### config.mk
export PLATFORM = sky130hd
export DESIGN_NAME = mem_copy_engine
export DESIGN_NICKNAME = d
export VERILOG_FILES = /design/src/rtl/mem_pkg.sv /design/src/rtl/mce_idx_counter.sv /design/src/rtl/mem_copy_engine.sv
export SDC_FILE = /design/constraint.sdc
export NUM_CORES = 1
export LEC_CHECK = 0
export ABC_AREA = 1
export CORE_MARGIN = 2
export CORE_UTILIZATION = 60
export CTS_CLUSTER_DIAMETER = 100
export CTS_CLUSTER_SIZE = 14
export DETAILED_ROUTE_END_ITERATION = 12
export DONT_BUFFER_PORTS = 1
export PLACE_DENSITY = 0.73
export SYNTH_ARGS = -nofsm -noshare
export SYNTH_HDL_FRONTEND = slang
export SYNTH_SLANG_ARGS = --single-unit
### constraint.sdc
create_clock -name clk -period 5.66 [get_ports clk]
set_input_delay 0.849 -clock clk [delete_from_list [all_inputs] [get_ports clk]]
set_output_delay 0.849 -clock clk [all_outputs]
set_load 0.02 [all_outputs]
### src/rtl/mem_pkg.sv
// mem_pkg: shared definitions for the data memory and the memory copy engine.
//   ADDR_W / DATA_W  address and byte widths shared with the data memory
//   mce_state_t      copy engine FSM states
//   mce_mode_t       command mode (COPY or FILL)
//   mce_is_descending  overlap test deciding the copy direction
package mem_pkg;

    localparam int ADDR_W = 8;
    localparam int DATA_W = 8;

    typedef enum logic [2:0] {
        IDLE = 3'd0,
        RD   = 3'd1,
        WR   = 3'd2,
        FILL = 3'd3,
        DONE = 3'd4
    } mce_state_t;

    typedef enum logic {
        MODE_COPY = 1'b0,
        MODE_FILL = 1'b1
    } mce_mode_t;

    // A forward copy would overwrite source bytes before reading them when the
    // destination starts inside the source block, so copy from the top down.
    // The sum is one bit wider so src+len past the top address is not lost.
    function automatic logic mce_is_descending(input mce_mode_t          mode,
                                               input logic [ADDR_W-1:0]  src,
                                               input logic [ADDR_W-1:0]  dst,
                                               input logic [ADDR_W-1:0]  len);
        logic [ADDR_W:0] src_end;
        src_end = {1'b0, src} + {1'b0, len};
        return (mode == MODE_COPY) && (src < dst) && ({1'b0, dst} < src_end);
    endfunction

endpackage

### src/rtl/mce_idx_counter.sv
// mce_idx_counter: loadable up/down byte index for the memory copy engine.
//   clk, reset   clock and asynchronous active-high reset
//   load_i       load load_val_i into the index (takes priority over step)
//   load_val_i   starting index
//   down_i       1 = count down, 0 = count up
//   step_i       advance the index by one
//   len_i        block length, used for the ascending last-index test
//   idx_o        current index
//   last_o       index is the final one of the block
module mce_idx_counter
    import mem_pkg::*;
(
    input  logic              clk,
    input  logic              reset,
    input  logic              load_i,
    input  logic [ADDR_W-1:0] load_val_i,
    input  logic              down_i,
    input  logic              step_i,
    input  logic [ADDR_W-1:0] len_i,
    output logic [ADDR_W-1:0] idx_o,
    output logic              last_o
);

    logic [ADDR_W-1:0] idx_q, idx_d;

    always_comb begin
        idx_d = idx_q;
        if (load_i) begin
            idx_d = load_val_i;
        end else if (step_i) begin
            idx_d = down_i ? (idx_q - ADDR_W'(1)) : (idx_q + ADDR_W'(1));
        end
    end

    always_ff @(posedge clk or posedge reset) begin
        if (reset) begin
            idx_q <= '0;
        end else begin
            idx_q <= idx_d;
        end
    end

    assign idx_o  = idx_q;
    assign last_o = down_i ? (idx_q == '0) : (idx_q == (len_i - ADDR_W'(1)));

endmodule

### src/rtl/mem_copy_engine.sv
// mem_copy_engine: block COPY / FILL initiator driving the data memory port.
//   clk, reset          clock and asynchronous active-high reset
//   start, mode         command strobe (taken in IDLE only), 0 = COPY, 1 = FILL
//   src_base, dst_base  source (COPY only) and destination base addresses
//   len                 byte count, 0 is a no-op
//   fill_value          byte written by FILL
//   busy, done          command in progress / one-cycle completion pulse
//   mem_*               memory port: enables, base+offset address, write data,
//                       and the combinational read data mem_data_out
module mem_copy_engine
    import mem_pkg::*;
(
    input  logic              clk,
    input  logic              reset,
    input  logic              start,
    input  logic              mode,
    input  logic [ADDR_W-1:0] src_base,
    input  logic [ADDR_W-1:0] dst_base,
    input  logic [ADDR_W-1:0] len,
    input  logic [DATA_W-1:0] fill_value,
    output logic              busy,
    output logic              done,
    output logic              mem_write_en,
    output logic              mem_read_en,
    output logic [ADDR_W-1:0] mem_base_address,
    output logic [ADDR_W-1:0] mem_offset_address,
    output logic [DATA_W-1:0] mem_data_in,
    input  logic [DATA_W-1:0] mem_data_out
);

    mce_state_t        state_q, state_d;
    logic [ADDR_W-1:0] src_q, src_d;
    logic [ADDR_W-1:0] dst_q, dst_d;
    logic [ADDR_W-1:0] len_q, len_d;
    mce_mode_t         mode_q, mode_d;
    logic [DATA_W-1:0] fill_q, fill_d;
    logic [DATA_W-1:0] hold_q, hold_d;
    logic              desc_q, desc_d;

    logic              cmd_load;
    logic              idx_step;
    logic [ADDR_W-1:0] idx_start;
    logic [ADDR_W-1:0] idx;
    logic              idx_last;

    assign desc_d    = mce_is_descending(mce_mode_t'(mode), src_base, dst_base, len);
    assign idx_start = desc_d ? (len - ADDR_W'(1)) : '0;

    mce_idx_counter u_idx (
        .clk        (clk),
        .reset      (reset),
        .load_i     (cmd_load),
        .load_val_i (idx_start),
        .down_i     (desc_q),
        .step_i     (idx_step),
        .len_i      (len_q),
        .idx_o      (idx),
        .last_o     (idx_last)
    );

    // Command latch: the inputs are only looked at on the accepting edge.
    always_comb begin
        src_d  = src_q;
        dst_d  = dst_q;
        len_d  = len_q;
        mode_d = mode_q;
        fill_d = fill_q;
        if (cmd_load) begin
            src_d  = src_base;
            dst_d  = dst_base;
            len_d  = len;
            mode_d = mce_mode_t'(mode);
            fill_d = fill_value;
        end
    end

    always_comb begin
        state_d            = state_q;
        hold_d             = hold_q;
        cmd_load           = 1'b0;
        idx_step           = 1'b0;
        busy               = 1'b0;
        done               = 1'b0;
        mem_read_en        = 1'b0;
        mem_write_en       = 1'b0;
        mem_base_address   = '0;
        mem_offset_address = '0;
        mem_data_in        = '0;
        unique case (state_q)
            IDLE: begin
                if (start) begin
                    cmd_load = 1'b1;
                    if (len == '0) begin
                        state_d = DONE;
                    end else if (mce_mode_t'(mode) == MODE_FILL) begin
                        state_d = FILL;
                    end else begin
                        state_d = RD;
                    end
                end
            end
            RD: begin
                busy               = 1'b1;
                mem_read_en        = 1'b1;
                mem_base_address   = src_q;
                mem_offset_address = idx;
                // Read is combinational, so the byte is valid within this cycle.
                hold_d             = mem_data_out;
                state_d            = WR;
            end
            WR: begin
                busy               = 1'b1;
                mem_write_en       = 1'b1;
                mem_base_address   = dst_q;
                mem_offset_address = idx;
                mem_data_in        = hold_q;
                if (idx_last) begin
                    state_d = DONE;
                end else begin
                    idx_step = 1'b1;
                    state_d  = RD;
                end
            end
            FILL: begin
                busy               = 1'b1;
                mem_write_en       = 1'b1;
                mem_base_address   = dst_q;
                mem_offset_address = idx;
                mem_data_in        = fill_q;
                if (idx_last) begin
                    state_d = DONE;
                end else begin
                    idx_step = 1'b1;
                end
            end
            DONE: begin
                done    = 1'b1;
                state_d = IDLE;
            end
            default: state_d = IDLE;
        endcase
    end

    always_ff @(posedge clk or posedge reset) begin
        if (reset) begin
            state_q <= IDLE;
            src_q   <= '0;
            dst_q   <= '0;
            len_q   <= '0;
            mode_q  <= MODE_COPY;
            fill_q  <= '0;
            hold_q  <= '0;
            desc_q  <= 1'b0;
        end else begin
            state_q <= state_d;
            src_q   <= src_d;
            dst_q   <= dst_d;
            len_q   <= len_d;
            mode_q  <= mode_d;
            fill_q  <= fill_d;
            hold_q  <= hold_d;
            if (cmd_load) begin
                desc_q <= desc_d;
            end
        end
    end

endmodule

# Word-level counts from Yosys, hierarchy flattened
# Index checks and enable logic that the tools add are counted.
dict set report word_totals {
  latchBits 0
  romBits 0
  ram_bits 0
  mem_count 0
  regBits 52
  elab_cells 54
  input_bits 44
  output_inout_bits 28
}
dict set report op_classes {
  bitwise_logic 1
  eq_ne 7
  muxes 22
  multipliers 0
  addsub 5
  n_reduce_logical 9
  div_mod_pow 0
  magnitude_cmp 2
  shifts 0
}
# cell count
set ops {}
lappend ops {{$mux 8} 5}
lappend ops {{$pmux 8 s2} 2}
lappend ops {{$sub 8x1->8 const B} 3}
lappend ops {{$logic_not 8->1} 2}
lappend ops {{$mux 3} 4}
lappend ops {{$pmux 3 s4} 1}
lappend ops {{$add 8x8->9} 1}
lappend ops {{$lt 8x9->1} 1}
lappend ops {{$mux 1} 9}
lappend ops {{$add 8x1->8 const B} 1}
lappend ops {{$eq 8x8->1} 1}
lappend ops {{$lt 8x8->1} 1}
lappend ops {{$eq 3x2->1 const B} 2}
lappend ops {{$ne 2x2->1 const B} 2}
lappend ops {{$eq 3x1->1 const B} 1}
lappend ops {{$eq 3x3->1 const B} 1}
lappend ops {{$logic_not 3->1} 1}
lappend ops {{$reduce_or 3->1} 1}
lappend ops {{$logic_and 1x1->1} 2}
lappend ops {{$mux 2} 1}
lappend ops {{$reduce_and 2->1} 1}
lappend ops {{$reduce_bool 2->1} 1}
lappend ops {{$reduce_or 2->1} 1}
lappend ops {{$not 1->1} 1}

# Longest topological paths before layout
# Gate-level depths: netlist of run 1.
dict set report logic_depth {
  word_depth 7
  depth_mapped 17
  depth_no_buf 17
}

# By module
# From an unflattened synthesis of run 1, not the netlist that was laid out.
dict set report unflattened {
  cells_unflattened 513
  area_unflattened_um2 3734.8
}
# module area_each_um2 cells_per_inst seq_area_each_um2 n_inst
set by_module_without_submodules {}
lappend by_module_without_submodules {mem_copy_engine 2795.2 366 1101.1 1}
lappend by_module_without_submodules {mce_idx_counter 939.7 147 200.2 1}

# Worst setup path after synthesis of run 1
# Ideal clock, no wire load.
dict set report synth_timing {
  kind {input port to flip-flop}
  startpoint {input port src_base[0]}
  endpoint {register u_idx.idx_q[1], in the netlist u_idx.idx_o[1]}
  t_required_ns 5.591
  setup_ns 0.069
  cell_stages 16
  arrival_time_ns 3.088
  path_buffers 0
  setup_slack_ns 2.503
  path_cell_list {ha_1 > inv_1 > fa_1 > nand3b_1 > nand2_1 > a31oi_1 > xor2_1 > ha_1 > a21o_1 > nand4_1 > nand2_1 > nor2_1 > nand2_1 > nor3_2 > nor2_4 > nor2_2}
}
dict set report synth_between {
  elab_chain_len 5
  word_cells_on_any_way 7
  cone_classes {1 x add/sub; 2 x order compare; 2 x mux; 2 x reduce/logical}
}
# item line
set synth_lines {}
lappend synth_lines {{start, declared} mem_copy_engine.sv:17} ;# input logic [ADDR_W-1:0] src_base,
lappend synth_lines {{$add 8x8->9 / $lt 8x8->1 (equally long branches)} {mem_pkg.sv:32, mem_pkg.sv:33}}
lappend synth_lines {{$lt 8x9->1 / $logic_and 1x1->1 (equally long branches)} mem_pkg.sv:33} ;# return (mode == MODE_COPY) && (src < dst) && ({1'b0, dst} < src_end);
lappend synth_lines {{$logic_and 1x1->1 (*)} mem_pkg.sv:33}
lappend synth_lines {{$mux 8 (*)} mem_copy_engine.sv:47} ;# assign idx_start = desc_d ? (len - ADDR_W'(1)) : '0;
lappend synth_lines {{$mux 8 (*)} mce_idx_counter.sv:28} ;# if (load_i) begin
lappend synth_lines {{end signal, assigned} mce_idx_counter.sv:39} ;# idx_q <= idx_d;
lappend synth_lines {{end, declared} mce_idx_counter.sv:24} ;# logic [ADDR_W-1:0] idx_q, idx_d;
# Mark *: on every way between the ends. The rest lies on a longest branch, timed or not.
# A chain may end at the register's enable or synchronous reset.

# Worst setup path in the final report of run 1
dict set report layout_timing {
  startpoint {register state_q[1]}
  endpoint {output port mem_data_in[7]}
}
dict set report layout_between {
  elab_chain_len 2
  word_cells_on_any_way 3
  cone_classes {2 x eq/ne; 1 x mux}
}
# item line
set layout_lines {}
lappend layout_lines {{start, declared} mem_copy_engine.sv:31} ;# mce_state_t state_q, state_d;
lappend layout_lines {{start signal, assigned} mem_copy_engine.sv:155} ;# state_q <= state_d;
lappend layout_lines {{$eq 3x2->1} mem_copy_engine.sv:89} ;# unique case (state_q)
lappend layout_lines {{$pmux 8 s2 (*)} mem_copy_engine.sv:89}
lappend layout_lines {{end, declared} mem_copy_engine.sv:27} ;# output logic [DATA_W-1:0] mem_data_in,
# Marked as above.

==> results of run 1 <==
==> final cells by class <==
| type | count | area, sq um | area share |
|---|---|---|---|
| clock buffer | 5 | 68.8 | 0.0170 |
| clock inverter | 3 | 23.8 | 0.00587 |
| inverter | 82 | 308 | 0.0760 |
| multi-input combinational | 397 | 2240 | 0.554 |
| sequential | 52 | 1300 | 0.321 |
| tap | 77 | 96.3 | 0.0238 |
| timing repair buffer | 1 | 7.51 | 0.00185 |
==> per-layer routing <==
| layer | global-route usage | part of all wire | vias up |
|---|---|---|---|
| met1 | 0.346 | 0.46 | 1498 |
| li1 | - | - | 1720 |
| met4 | 0.0548 | 0.0081 | 0 |
| met3 | 0.0511 | 0.077 | 7 |
| met5 | 0 | 0 | - |
| met2 | 0.421 | 0.46 | 104 |
==> through the flow <==
step / hold slack, ns / utilization
after floorplan: 0.449 / -
after global placement: 0.464 / 0.626
after detailed placement: 0.466 / 0.626
after CTS: 0.493 / 0.641
after global routing: 0.509 / 0.641
final: 0.489 / 0.641
==> cell usage in the layout, fill, tap and decap left out, types with 3 or more instances in the layout <==
master | netlist | layout
nor2_2 | 14 | 14
nand3_1 | 24 | 24
nand4_1 | 8 | 8
a21oi_1 | 17 | 17
nor3_2 | 3 | 4
xnor2_1 | 4 | 4
xor2_1 | 15 | 15
inv_2 | 3 | 4
nand2_1 | 153 | 153
nand3_2 | 3 | 3
nor3_1 | 13 | 12
ha_1 | 31 | 31
dfrtp_1 | 52 | 52
inv_1 | 78 | 77
nand2_4 | 4 | 4
nor2_1 | 36 | 36
clkbuf_8 | 0 | 5
a22o_1 | 4 | 4
o21ai_0 | 46 | 46
nor2_4 | 3 | 3
==> worst min-delay path, delay by kind of cell (launching register included) <==
family	cells	cell delay (ns)
DFF	1	0.36
and+or+nand+nor	2	0.10
==> registers in the layout, summed over array words and instances, names as in the netlist <==
| signal | flops |
|---|---|
| dst_q | 8 |
| fill_q | 8 |
| hold_q | 8 |
| len_q | 8 |
| src_q | 8 |
| u_idx.idx_o | 8 |
| state_q | 3 |
| desc_q | 1 |
==> cells by family (layout without fill, tap and decap cells) <==
group / count (synthesis) / after routing / synth area share
simple gates: 269 / 269 / 0.313
buf+inv: 93 / 91 / 0.0936
compound gates: 76 / 76 / 0.107
flops: 52 / 52 / 0.333
fa+ha+maj: 33 / 33 / 0.110
xor+xnor: 19 / 19 / 0.0426
==> worst paths after layout <==
kind | endpoint | slack, ns | cells after the start
min in group asynchronous | fill_q[5]$_DFFE_PP0P_ | 0.68 | 1
max | mem_data_in[7] | 2.50 | 6
max in group asynchronous | len_q[1]$_DFFE_PP0P_ | 4.32 | 1
max reg2reg | u_idx.idx_o[1]$_DFFE_PP0P_ | 2.75 | 7
min | fill_q[1]$_DFFE_PP0P_ | 0.49 | 2
min reg2reg | fill_q[1]$_DFFE_PP0P_ | 0.49 | 2
==> where the power goes <==
part	total, mW	internal, mW	switching, mW
combinational	1.43	0.465	0.969
clock	0.216	0.0878	0.128
sequential	0.709	0.555	0.153
==> qor.txt, run 1 <==
Status: complete, no violations
Fillers: 583
Total core area: 0.00631 sq mm
Net Count, Synth: 619
Seq cells post-synth: 52
Achievable Freq: 0.316 GHz
Die Area: 0.00717 sq mm
CTS Sinks: 52
WP buf/inv: 3
DR vias/cell: 5.40
Synth Area per Inst: 7.20 sq um
Top cells by count, synth: 153 x nand2_1, 78 x inv_1, 52 x dfrtp_1
Placer Congestion: 0.935
Post_cts resized: 0
Cell with the most instances after synthesis: nand2_1
Die Wd: 84.7 microns
Crit share post-route: 0.558
I/O Buffers: 0
First-pass GRT wire length: 14900 microns
CTS hold repair buffers: 0
Least-Margin Pin Slew: 1.07 ns
CP most frequent cell: inv_1
Power Density: 583 mW/mm^2
Register area share after synthesis: 0.333
Final min period: 3.16 ns
Post-synthesis cell area: 0.00390 sq mm
Asr flop ratio synth: 1.00
Fin. Hold Viols: 0
Initial drt markers: 128
Final Power: 2.36 mW
Layout area overhead: 3.69%
YS warnings: 0
Post-synth top area share: 0.333
CP peak stage delay: 0.47 ns
Most common flop cell mapped by yosys: dfrtp_1
Clock root cell: clkbuf_8
Leakage: 2.17 nW
Min-Delay Path Class: flop to flop
Setup Buffers After CTS: 0
TritonCTS clock tree: done
Nets: 616
Post-Place Worst Slack: 2.25 ns
# setup viols final: 0
Number of global-route vias before repair: 3244
Max Cap Viol: 0
Rel. slew slack: 0.284
Top Family by Delay on Critical Path: simple AND/OR/NAND/NOR gates
Total grt overflow: 0
EDFF count, synth: 0
Max Buffers Root-to-Sink: 2
H-tree Lvls: 2
Synth area leaders: dfrtp_1 33%, nand2_1 15%, ha_1 9.9%
CTS Buf Count: 5
Worst vdd ir: 0.392 mV
Crit path cell chain: inv_1, nor2_4, inv_1, nor2_1, inv_1, o22ai_1
Crit end category: primary output
HP Start: fill_q[1]$_DFFE_PP0P_
Finished Layout Cells: 617
Height of the die: 84.7 microns
Setup WS post-layout: 2.50 ns
Router iterations before antenna repair: 4
Routed WL: 8680 microns
Clock Latency Late Sink: 0.31 ns
Via count: 3329
Avg WL per Cell: 14.1 microns
I/O pin count: 72
Rows: 29
WP data required: 4.81 ns
Crit path max fanout: 13
Crit path from: state_q[1]$_DFFE_PP0P_
Hpwl dp: 6860 microns
RSZ-0062 raised after global routing: false
Final Instance Area: 0.00405 sq mm
Yosys top cell by area: dfrtp_1
# DRC: 0
WS Path Type: flop to primary output
Share of cells above drive strength 1: 0.0852
Largest net degree at the start of global routing: 53
Routed Antenna Nets: 0
CP max-delay cell: nor2_1
TNS Setup: 0 ns
Mapped Cells: 542
Inst Count DP: 609
Final slew viol count: 0
Crit path DAT: 2.31 ns
Initial antenna violation count: 0
Post-synth cell types: 36
Clk_skew: 0.00997 ns
Number of diodes: 0
Critical R2R Launch: state_q[2]$_DFFE_PP0P_
Starting Density: 0.618
Clock-pin slew on the worst setup and hold paths: 0.10 ns
Total track usage: 0.254
Post-Place Cell Area: 0.00396 sq mm
Critical Path Start Type: flop
Power figures use the tool's default switching activity.
==> inputs of run 2 (changes only) <==
==> constraint.sdc (replaced) <==
create_clock -name clk -period 3.1 [get_ports clk]
set_input_delay 0.465 -clock clk [delete_from_list [all_inputs] [get_ports clk]]
set_output_delay 0.465 -clock clk [all_outputs]
set_load 0.02 [all_outputs]
==> run 2 against run 1 <==
Worst setup slack got worse by 2.1 ns. First-iteration DRC count rose by 3.9%. Core utilization rose by 1.0 points. Critical path depth rose by 10. Flip-flop and latch count did not move. Power rose by 87%. Non-clock buffer count rose by 8. Critical endpoint is now u_idx.idx_o[0]$_DFFE_PP0P_. Clock skew fell by 0.0015 ns. Clock power rose by 89%.
==> qor.txt, run 2 (synthesis results as in run 1) <==
Status: complete, no violations
Number of diodes: 0
Clk_skew: 0.00850 ns
Crit end category: flop
RSZ-0062 raised after global routing: false
Reg2Reg Setup Slack: 0.93 ns
Layout area overhead: 5.32%
CTS Buf Count: 5
# DRC: 0
Total core area: 0.00631 sq mm
Largest net degree at the start of global routing: 53
Fin. Hold Viols: 0
Commonest cells after routing, fill and taps aside: 153 x nand2_1, 77 x inv_1, 52 x dfrtp_1, 46 x o21ai_0, 36 x nor2_1
Final Instance Area: 0.00411 sq mm
Setup Buffers After CTS: 0
Hpwl dp: 7080 microns
Total grt overflow: 0
I/O Buffers: 0
DR vias/cell: 5.42
Least-Margin Pin Slew: 1.05 ns
I/O pin count: 72
Setup WS post-layout: 0.408 ns
Height of the die: 84.7 microns
Initial antenna violation count: 0
Min-Delay Path Class: input port to flop
Placer Congestion: 0.941
Initial drt markers: 133
Max Buffers Root-to-Sink: 2
Achievable Freq: 0.372 GHz
Clock Latency Late Sink: 0.31 ns
Final Power: 4.41 mW
Post-Place Worst Slack: 0.109 ns
Hold slack: 0.256 ns
Die Wd: 84.7 microns
TNS Setup: 0 ns
Nets: 624
WS Path Type: input port to flop
Most common cell after layout, fill and taps aside: nand2_1
Max Cap Viol: 0
Clock root cell: clkbuf_8
Finished Layout Cells: 625
Avg WL per Cell: 14.2 microns
CTS hold repair buffers: 0
Share of cells above drive strength 1: 0.0985
TritonCTS clock tree: done
Number of global-route vias before repair: 3318
WP data required: 3.35 ns
Critical Path Start Type: input port
Final slew viol count: 0
Final Core Density: 0.651
Crit path DAT: 2.94 ns
Worst vdd ir: 0.775 mV
Rel. slew slack: 0.298
Power Density: 1070 mW/mm^2
Post-Place Cell Area: 0.00402 sq mm
Die Area: 0.00717 sq mm
CTS Sinks: 52
H-tree Lvls: 2
Final min period: 2.69 ns
Via count: 3390
Starting Density: 0.618
Inst Count DP: 617
Clock-pin slew on the worst setup and hold paths: 0.10 ns
Total track usage: 0.263
Crit path max fanout: 9
Crit share post-route: 0.868
Routed Antenna Nets: 0
Leakage: 2.21 nW
First-pass GRT wire length: 15400 microns
Router iterations before antenna repair: 5
Routed WL: 8890 microns
Rows: 29
# setup viols final: 0
Post_cts resized: 0
[run 2: area by class of cell]
type	instances	area, sq um
multi-input combinational	397	2240
fill	592	2200
sequential	52	1300
inverter	82	308
tap	77	96.3
clock buffer	5	68.8
timing repair buffer	9	67.6
clock inverter	3	27.5
[run 2: worst paths after layout]
check / start / to / cells after the start
setup / recovery: src_base[0] / u_idx.idx_o[0]$_DFFE_PP0P_ / 16
hold / removal: fill_value[3] / fill_q[3]$_DFFE_PP0P_ / 2
setup reg to reg: desc_q$_DFFE_PP0P_ / u_idx.idx_o[6]$_DFFE_PP0P_ / 13
hold reg to reg: fill_q[2]$_DFFE_PP0P_ / fill_q[2]$_DFFE_PP0P_ / 2
max in group asynchronous: reset / desc_q$_DFFE_PP0P_ / 1
min in group asynchronous: reset / state_q[2]$_DFFE_PP0P_ / 1
[run 2: power by group]
| group | switching [mW] | internal (mW) |
|---|---|---|
| clock | 0.243 | 0.166 |
| sequential | 0.280 | 1.01 |
| combinational | 1.79 | 0.916 |
[run 2: metal layers]
layer	global-route usage	vias to the layer above	wire length (microns)
met5	0	-	0
met4	0.0505	0	91
met3	0.0629	9	613
met2	0.435	103	4170
met1	0.356	1534	4010
li1	-	1744	-
[run 2: critical path, cell delays in order]
cell,delay (ns)
ha_1,0.15
inv_1,0.05
fa_1,0.38
nand3b_1,0.17
nand2_1,0.12
a31oi_1,0.12
xor2_1,0.16
ha_1,0.29
a21o_1,0.16
nand4_1,0.09
nand2_1,0.05
nor2_1,0.10
nand2_1,0.21
nor3_1,0.28
nor2_2,0.07
nor2_2,0.07
